**config.mk**
```make
export PLATFORM = sky130hd
export DESIGN_NAME = adventure_game_grid
export DESIGN_NICKNAME = d
export VERILOG_FILES = /design/src/rtl/adventure_game_pkg.sv /design/src/rtl/adventure_game_items.sv /design/src/rtl/adventure_game_grid.sv
export SDC_FILE = /design/constraint.sdc
export NUM_CORES = 1
export LEC_CHECK = 0
export BUFFER_PORTS_ARGS = -buffer_cell sky130_fd_sc_hd__clkbuf_2
export CELL_PAD_IN_SITES_DETAIL_PLACEMENT = 1
export CELL_PAD_IN_SITES_GLOBAL_PLACEMENT = 2
export CORE_UTILIZATION = 33
export CTS_CLUSTER_DIAMETER = 100
export DETAILED_ROUTE_END_ITERATION = 6
export PLACE_DENSITY = 0.81
export SLEW_MARGIN = 10
export SYNTH_ARGS = -nofsm -noshare
export SYNTH_HDL_FRONTEND = slang
export SYNTH_HIERARCHICAL = 1
export SYNTH_SLANG_ARGS = --single-unit
export TNS_END_PERCENT = 100
```
**constraint.sdc**
```tcl
create_clock -name clk -period 3.3 [get_ports clk]
set_input_delay 0 -clock clk [delete_from_list [all_inputs] [get_ports clk]]
set_output_delay 0 -clock clk [all_outputs]
set_load 0.02 [all_outputs]
```
**src/rtl/adventure_game_pkg.sv**
```systemverilog
// Shared encodings for the adventure grid game: move directions, FSM states
// and the row/column to room-index helper.
package adventure_game_pkg;

    typedef enum logic [1:0] {
        DIR_N = 2'b00,
        DIR_E = 2'b01,
        DIR_S = 2'b10,
        DIR_W = 2'b11
    } dir_t;

    typedef enum logic [1:0] {
        ST_IDLE = 2'b00,
        ST_PLAY = 2'b01,
        ST_WIN  = 2'b10,
        ST_LOSE = 2'b11
    } state_t;

    function automatic int room_index(input int row, input int col, input int grid_w);
        return row * grid_w + col;
    endfunction

endpackage

```
**src/rtl/adventure_game_items.sv**
```systemverilog
// Held-item mask: an item is picked up on the edge the player's room becomes
// that item's room, and only a new game or reset clears the mask.
module adventure_game_items
    import adventure_game_pkg::*;
#(
    parameter int                     NUM_ITEMS  = 2,
    parameter logic [8*NUM_ITEMS-1:0] ITEM_ROOMS = {8'd12, 8'd3},
    parameter int                     RW         = 4
) (
    input  logic                 clk,
    input  logic                 reset,
    input  logic                 clear,
    input  logic                 load,
    input  logic [RW-1:0]        target,
    output logic [NUM_ITEMS-1:0] items
);

    logic [NUM_ITEMS-1:0] hit;

    always_comb begin
        hit = '0;
        for (int i = 0; i < NUM_ITEMS; i++) begin
            hit[i] = (ITEM_ROOMS[8*i +: 8] == 8'(target));
        end
    end

    always_ff @(posedge clk or negedge reset) begin
        if (!reset) begin
            items <= '0;
        end else if (clear) begin
            items <= '0;
        end else if (load) begin
            items <= items | hit;
        end
    end

endmodule

```
**src/rtl/adventure_game_grid.sv**
```systemverilog
// Grid adventure game: walk a GRID_W x GRID_H map, collect items, slay the
// dragon and reach the exit. Optional move budget: ADVENTURE_MOVE_LIMIT_EN.
module adventure_game_grid
    import adventure_game_pkg::*;
#(
    parameter int                     GRID_W      = 4,
    parameter int                     GRID_H      = 4,
    parameter int                     NUM_ITEMS   = 2,
    parameter logic [8*NUM_ITEMS-1:0] ITEM_ROOMS  = {8'd12, 8'd3},
    parameter int                     START_ROOM  = 0,
    parameter int                     DRAGON_ROOM = 10,
    parameter int                     EXIT_ROOM   = 15,
    parameter int                     MAX_MOVES   = 20,
    localparam int                    RW          = $clog2(GRID_W * GRID_H)
) (
    input  logic                 clk,
    input  logic                 reset,
    input  logic                 start,
    input  logic                 move,
    input  logic [1:0]           direction,
    output logic [RW-1:0]        room,
    output logic [NUM_ITEMS-1:0] items,
    output logic                 dragon_dead,
    output logic                 blocked,
    output logic                 done,
    output logic                 result
);

    state_t        state, state_next;
    logic [RW-1:0] target;
    logic          off_grid, enter_exit, enter_dragon, all_items;
    logic          reject, play_move, accept;
    int            row, col;

    // Target room and move legality for the current direction.
    always_comb begin
        row      = int'(room) / GRID_W;
        col      = int'(room) % GRID_W;
        off_grid = 1'b0;
        target   = room;
        case (direction)
            DIR_N: if (row == 0) off_grid = 1'b1;
                   else target = RW'(room_index(row - 1, col, GRID_W));
            DIR_E: if (col == GRID_W - 1) off_grid = 1'b1;
                   else target = RW'(room_index(row, col + 1, GRID_W));
            DIR_S: if (row == GRID_H - 1) off_grid = 1'b1;
                   else target = RW'(room_index(row + 1, col, GRID_W));
            default: if (col == 0) off_grid = 1'b1;
                     else target = RW'(room_index(row, col - 1, GRID_W));
        endcase
    end

    assign enter_exit   = (target == RW'(EXIT_ROOM));
    assign enter_dragon = (target == RW'(DRAGON_ROOM));
    assign all_items    = &items;
    assign reject       = off_grid | (enter_exit & ~dragon_dead);
    assign play_move    = (state == ST_PLAY) & move & ~start;
    assign accept       = play_move & ~reject;

`ifdef ADVENTURE_MOVE_LIMIT_EN
    localparam int CW = $clog2(MAX_MOVES + 1);
    logic [CW-1:0] move_cnt;
    logic          budget_spent;

    assign budget_spent = (move_cnt == CW'(MAX_MOVES - 1));

    always_ff @(posedge clk or negedge reset) begin
        if (!reset) begin
            move_cnt <= '0;
        end else if (start) begin
            move_cnt <= '0;
        end else if (accept) begin
            move_cnt <= move_cnt + 1'b1;
        end
    end
`else
    logic [31:0] unused_max_moves;
    assign unused_max_moves = 32'(MAX_MOVES);
`endif

    always_ff @(posedge clk or negedge reset) begin
        if (!reset) begin
            state <= ST_IDLE;
        end else begin
            state <= state_next;
        end
    end

    always_comb begin
        state_next = state;
        done       = (state == ST_WIN) || (state == ST_LOSE);
        result     = (state == ST_WIN);
        if (start) begin
            state_next = ST_PLAY;
        end else if (accept) begin
            // The exit wins outright, even on the last budgeted move.
            if (enter_exit) begin
                state_next = ST_WIN;
            end else if (enter_dragon && !all_items) begin
                state_next = ST_LOSE;
            end
`ifdef ADVENTURE_MOVE_LIMIT_EN
            else if (budget_spent) begin
                state_next = ST_LOSE;
            end
`endif
        end
    end

    always_ff @(posedge clk or negedge reset) begin
        if (!reset) begin
            room        <= RW'(START_ROOM);
            dragon_dead <= 1'b0;
            blocked     <= 1'b0;
        end else begin
            blocked <= play_move & reject;
            if (start) begin
                room        <= RW'(START_ROOM);
                dragon_dead <= 1'b0;
            end else if (accept) begin
                room <= target;
                if (enter_dragon && all_items) begin
                    dragon_dead <= 1'b1;
                end
            end
        end
    end

    adventure_game_items #(
        .NUM_ITEMS (NUM_ITEMS),
        .ITEM_ROOMS(ITEM_ROOMS),
        .RW        (RW)
    ) u_items (
        .clk   (clk),
        .reset (reset),
        .clear (start),
        .load  (accept),
        .target(target),
        .items (items)
    );

endmodule

```
==> summary.txt, run 1 <==
Status: finished, final reports clean
Met3 GRT Util: 0.05455
Final hold vios: 0
Arrival time worst endpoint: 2430 ps
Non-filler instance count after layout: 132
Area delta synth->final: 14.58%
Crit Path Max Fanout: 11
Post-synthesis register bit count: 10
Detail Route Antenna Nets: 0
CORE AREA: 2212 um^2
Max Clk Rate: 439.0 MHz
Placed cells: 127
Top FF cell, synth: dfrtp_1
Synth top area cells: dfrtp_1 (32%), inv_1 (4.3%), or2b_1 (3.8%)
Worst skew pair latency: 270 ps
Die Y: 50.64 um
Cts bufs inserted: 3
Tot GR Track Use: 0.1688
H-Tree Depth: 1
Placer Congestion: 0.7829
Drt drc: 0
P per Cell Area: 371.7 nW/um^2
CP required: 3450 ps
Fillers: 268
Least-Margin Pin Slew: 659.6 ps
Netlist cell types: 43
Via count: 689
Post-synthesis sequential area ratio: 0.3205
Setup-failing EPs final: 0
Avg Inst Size Synth: 8.675 um^2
Hold Crit Start: move
Clock root cell: clkbuf_4
Most frequent cell after synthesis: dfrtp_1
CP endpoint kind: flip-flop
Yosys warnings: 6
Initial Util: 0.3529
Clock net sink count: 10
Pwr Total: 332.5 uW
Antenna violations before repair: 0
Total gr overflow: 0
Pre-CTS setup slack: 1045 ps
Reg2reg start: room[1]
First-pass GRT wire length: 3.118 mm
DRT Pass-1 Iters: 2
Mapped Area: 780.7 um^2
Global Route met1 Usage: 0.2100
Number of setup buffers added after CTS: 0
CTS Buffer Depth: 2
Vias in the first global route: 705
Critical path origin: room[1]
DIE AREA: 2564 um^2
Async SR Flop Fraction: 1.000
# port buffers: 15
Die X: 50.64 um
Syn Inst Count: 90
Hold WC Path Type: in2reg
Top cell type by total area after synthesis: dfrtp_1
Layer with the highest usage: met2
M2 GR Usage: 0.2733
Post-DP HPWL: 1.386 mm
VDD IR-drop max: 0.2175 mV
Vias per cell: 5.220
Total wire length: 1.757 mm
Reg clk slew, reported paths: 70 ps
Max_cap viols: 0
R2R Setup Slk: 1020 ps
Clock skew: 4.481 ps
Reg2reg end: state[0]
Post-synth EDFFs: 0
Setup CP Type: reg2reg
Setup WS post-layout: 1022 ps
Max_slew headroom: 0.5556
Top-area cell type share of the netlist area: 0.3205
Layout Nets: 112
Period utilization: 0.6903
Syn_nets: 97
Share of cells above drive strength 1: 0.2500
DR WL/cell: 13.31 um
Post-synth top cells: dfrtp_1 (10), inv_1 (9), nor2_1 (6), a21oi_1 (5)
Final Max Slew Viols: 0
R2R depth: 7
Final Util: 0.4044
DR iter-0 viols: 6
Final Critical Period: 2278 ps
Setup TNS: 0 ps
Critical path launch point type: flip-flop
Hold path depth: 3
# diodes: 0
Pleak: 0.0004262 uW
RSZ-0062 raised after global routing: no
CTS tree: yes
IO Pins: 16
Cell row count: 17
Critical Path Sink: state[0]
Largest net degree at the start of global routing: 13
[state kept, by name (all words and copies together) (netlist names)]
signal / flops
blocked: 1
state: 2
room: 4
u_items/items: 2
dragon_dead: 1
[layer usage]
metal,share of wire,up-vias
met5,0,-
met1,0.47,333
met3,0.036,4
li1,-,341
met2,0.48,11
met4,0.011,0
[worst min-delay path by stage]
stage          slack [ps]      end
6_report               70  blocked
5_1_grt                90  blocked
4_1_cts                70  blocked
3_5_place_dp         -110  room[3]
3_3_place_gp         -120  room[2]
2_1_floorplan        -300  blocked
[stage by stage]
step / instance area (um^2) / hold WS [ps]
floorplan: 780.7 / -295.6
global placement: 848.3 / -119.7
detailed placement: 848.3 / -110.3
CTS: 894.6 / 68.62
global route: 894.6 / 88.16
finish: 894.6 / 72.08
[placed cells by master (no fill, tap or decap), drive strengths merged, types with 3 or more instances in the layout]
cell type	synthesis	layout
and2	3	3
nor2	6	6
o21a	3	3
nand2	4	4
a21oi	5	5
nand2b	4	4
inv	11	11
or2b	4	4
clkbuf	2	19
dfrtp	10	10
[kinds of logic after synthesis]
family | synth area share
AO/OA/AOI/OAI | 0.2099
adder cells (fa/ha/maj) | 0.04327
buffers and inverters | 0.1074
flip-flops | 0.3205
multiplexers | 0.05449
AND/OR/NAND/NOR | 0.2644
[cell type report]
cell class                 instances  area (um^2)  share of cell area
multi-input combinational         63        446.7              0.4993
sequential                        10        250.2              0.2797
tap                               28        35.03             0.03916
timing repair buffer              16        85.08             0.09510
inverter                          11        41.29             0.04615
clock buffer                       4        36.28             0.04056
[critical path, stage by stage, from the launching register on]
cell	delay (ps)
dfrtp_1	490
or2_1	270
inv_1	80
ha_1	130
o21ai_0	100
a311o_1	460
or3b_1	430
o22a_1	200
[report_power, final]
group / switching [uW] / total, uW / internal (uW)
clock: 44.7 / 112 / 67.0
combinational: 47.4 / 84.4 / 37.0
sequential: 8.84 / 136 / 128
[what timing repair did]
action                                 CTS  global route
hold buffers                             1             0
endpoints found under the hold margin   10             0
gates resized for setup                  0             0
No activity file was read; power rests on OpenSTA's default activity.
==> inputs of run 2 (changes only) <==
--- a/config.mk
+++ b/config.mk
@@ -8,10 +8,10 @@
 export BUFFER_PORTS_ARGS = -buffer_cell sky130_fd_sc_hd__clkbuf_2
 export CELL_PAD_IN_SITES_DETAIL_PLACEMENT = 1
 export CELL_PAD_IN_SITES_GLOBAL_PLACEMENT = 2
-export CORE_UTILIZATION = 33
+export CORE_UTILIZATION = 31
 export CTS_CLUSTER_DIAMETER = 100
 export DETAILED_ROUTE_END_ITERATION = 6
-export PLACE_DENSITY = 0.81
+export PLACE_DENSITY = 0.77
 export SLEW_MARGIN = 10
 export SYNTH_ARGS = -nofsm -noshare
 export SYNTH_HDL_FRONTEND = slang
==> constraint.sdc (replaced) <==
create_clock -name clk -period 2.35 [get_ports clk]
set_input_delay 0 -clock clk [delete_from_list [all_inputs] [get_ports clk]]
set_output_delay 0 -clock clk [all_outputs]
set_load 0.02 [all_outputs]
==> run 2 against run 1 <==
  * Wire length grew 4.3%
  * First-iteration DRC count grew 120%
  * Cell count grew 1.5%
  * Design area grew 0.98%
  * Hold slack lost 16 ps
  * Clock power grew 8%
  * Global-route usage shrank 0.62 points
  * Die area grew 6.2%
  * Combinational power grew 50%
  * Count of clock-buffer cells in the layout shrank 1
  * Register-to-register slack lost 790 ps
  * Via count grew 0.87%
  * Critical endpoint unchanged
==> summary.txt, run 2 (synthesis results as in run 1) <==
Status: finished, final reports clean (unchanged)
RSZ-0062 raised after global routing: no (unchanged)
Most frequent cells in the layout: clkbuf_2 (15), dfrtp_1 (10), inv_1 (9) (unchanged)
Max Clk Rate: 472.8 MHz (was 439.0 MHz)
Period utilization: 0.9001 (was 0.6903)
Via count: 695 (was 689)
Clock root cell: clkbuf_4 (unchanged)
Die X: 52.19 um (was 50.64 um)
CTS tree: yes (unchanged)
Setup TNS: 0 ps (unchanged)
Worst Path Buf+Inv: 1 (unchanged)
Vias in the first global route: 658 (was 705)
Reg with most FFs: room (unchanged)
# port buffers: 15 (unchanged)
Largest stage delay, worst path: 450 ps (was 490 ps)
# diodes: 0 (unchanged)
Commonest non-fill, non-tap cell in the layout: clkbuf_2 (unchanged)
Placement-stage cell area: 870.8 um^2 (was 848.3 um^2)
Worst hold endpoint: blocked (unchanged)
H-Tree Depth: 1 (unchanged)
Hold Crit Start: move (unchanged)
Crit path depth: 7 (unchanged)
Least-Margin Pin Slew: 279.0 ps (was 659.6 ps)
CTS Buffer Depth: 2 (unchanged)
CORE AREA: 2297 um^2 (was 2212 um^2)
P per Cell Area: 483.3 nW/um^2 (was 371.7 nW/um^2)
CP cell instances: or2_1 -> inv_1 -> ha_1 -> o21ai_0 -> a311o_1 -> or3b_1 -> o22a_1 (unchanged)
Reg2reg end: state[0] (unchanged)
Die Y: 52.19 um (was 50.64 um)
Arrival time worst endpoint: 2280 ps (was 2430 ps)
Crit Path Max Fanout: 6 (was 11)
Finished Cell Area: 903.4 um^2 (was 894.6 um^2)
Vias per cell: 5.187 (was 5.220)
Total wire length: 1.832 mm (was 1.757 mm)
DRT Pass-1 Iters: 4 (was 2)
Max_slew headroom: 0.8132 (was 0.5556)
R2R Setup Slk: 230 ps (was 1020 ps)
DR iter-0 viols: 13 (was 6)
Worst skew pair latency: 270 ps (about the same)
Reg clk slew, reported paths: 70 ps (about the same)
Placer Congestion: 0.7448 (was 0.7829)
Detail Route Antenna Nets: 0 (unchanged)
First-pass GRT wire length: 3.132 mm (was 3.118 mm)
CP max-delay cell: a311o_1 (was dfrtp_1)
CP required: 2510 ps (was 3450 ps)
Delay-heaviest family, CP: compound AO/OA/AOI/OAI gates (unchanged)
Cell row count: 17 (unchanged)
Hold path depth: 3 (unchanged)
Total gr overflow: 0 (unchanged)
Setup-failing EPs final: 0 (unchanged)
Tot GR Track Use: 0.1626 (was 0.1688)
Initial Util: 0.3399 (was 0.3529)
Final Critical Period: 2115 ps (was 2278 ps)
Largest registers: room x4, state x2, u_items/items x2 (unchanged)
Max_cap viols: 0 (unchanged)
Setup CP Type: reg2reg (unchanged)
Clock net sink count: 10 (unchanged)
IO Pins: 16 (unchanged)
Clock skew: 4.295 ps (was 4.481 ps)
Drt drc: 0 (unchanged)
R2R depth: 7 (unchanged)
Hold WC Path Type: in2reg (unchanged)
DIE AREA: 2723 um^2 (was 2564 um^2)
Layout Nets: 115 (was 112)
Pleak: 0.0004346 uW (was 0.0004262 uW)
Critical path launch point type: flip-flop (unchanged)
Fillers: 277 (was 268)
Share of cells above drive strength 1: 0.2642 (was 0.2500)
VDD IR-drop max: 0.2472 mV (was 0.2175 mV)
Final Max Slew Viols: 0 (unchanged)
Final hold vios: 0 (unchanged)
CP endpoint kind: flip-flop (unchanged)
Post-DP HPWL: 1.414 mm (was 1.386 mm)
Antenna violations before repair: 0 (unchanged)
Max reg flops: 4 (unchanged)
Largest net degree at the start of global routing: 13 (unchanged)
Reg2reg start: room[0] (was room[1])
Cts bufs inserted: 3 (unchanged)
Area delta synth->final: 15.71% (was 14.58%)
Number of setup buffers added after CTS: 0 (unchanged)
DR WL/cell: 13.67 um (was 13.31 um)
## run 2: changes by cell type in the layout (fill, tap and decap cells not counted)
cell	before	now
buf_4	0	3
clkbuf_8	1	0
## run 2: power breakdown
group	leakage [uW]	total, uW	switching (uW)	internal [uW]
clock	0.0000138	121	61.2	59.3
sequential	0.000132	189	9.84	179
combinational	0.000289	127	70.5	56.5
total	0.000435	437	142	295
## run 2: worst min-delay path, delay by kind of cell
family	cells	cell delay (ps)
and+or+nand+nor	2	220
buffers and inverters	1	80
## run 2: layout make-up
class / count / area [um^2] / share of cell area
Sequential cell: 10 / 250.2 / 0.2770
Tap cell: 28 / 35.03 / 0.03878
Inverter: 11 / 41.29 / 0.04571
Multi-Input combinational cell: 63 / 446.7 / 0.4945
Timing Repair Buffer: 19 / 107.6 / 0.1191
Clock buffer: 3 / 22.52 / 0.02493
## run 2: per-stage QoR
step	worst slack (ps)	utilization	std cells	power, uW	hold WS (ps)
after floorplan	140.7	-	90	282.6	-295.6
after global placement	282.8	0.3791	130	317.9	-113.5
after detailed placement	249.9	0.3791	130	318.1	-109.1
after CTS	245.1	0.3932	134	444.7	55.62
after global routing	151.4	0.3932	134	467.9	55.24
final	234.8	0.3932	134	436.6	55.74
## run 2: repair_timing
action                                 CTS  global route
hold buffers                             1             0
endpoints found under the hold margin   10             0
resized for setup                        0             0
## run 2: how the worst max path moves through the flow
stage / startpoint / endpoint / slack (ps)
2_1_floorplan: room[1] / u_items/items[1] / 140
3_3_place_gp: room[0] / u_items/items[1] / 280
3_5_place_dp: room[0] / state[0] / 250
4_1_cts: room[0] / state[0] / 250
5_1_grt: room[0] / state[0] / 150
6_report: room[0] / state[0] / 230
## run 2: metal layers
metal / GRT usage / routed length (um) / vias up
met5: 0 / 0 / -
met4: 0.05263 / 23 / 0
met3: 0.06087 / 97 / 4
met2: 0.2415 / 849 / 19
met1: 0.2165 / 862 / 325
li1: - / - / 347
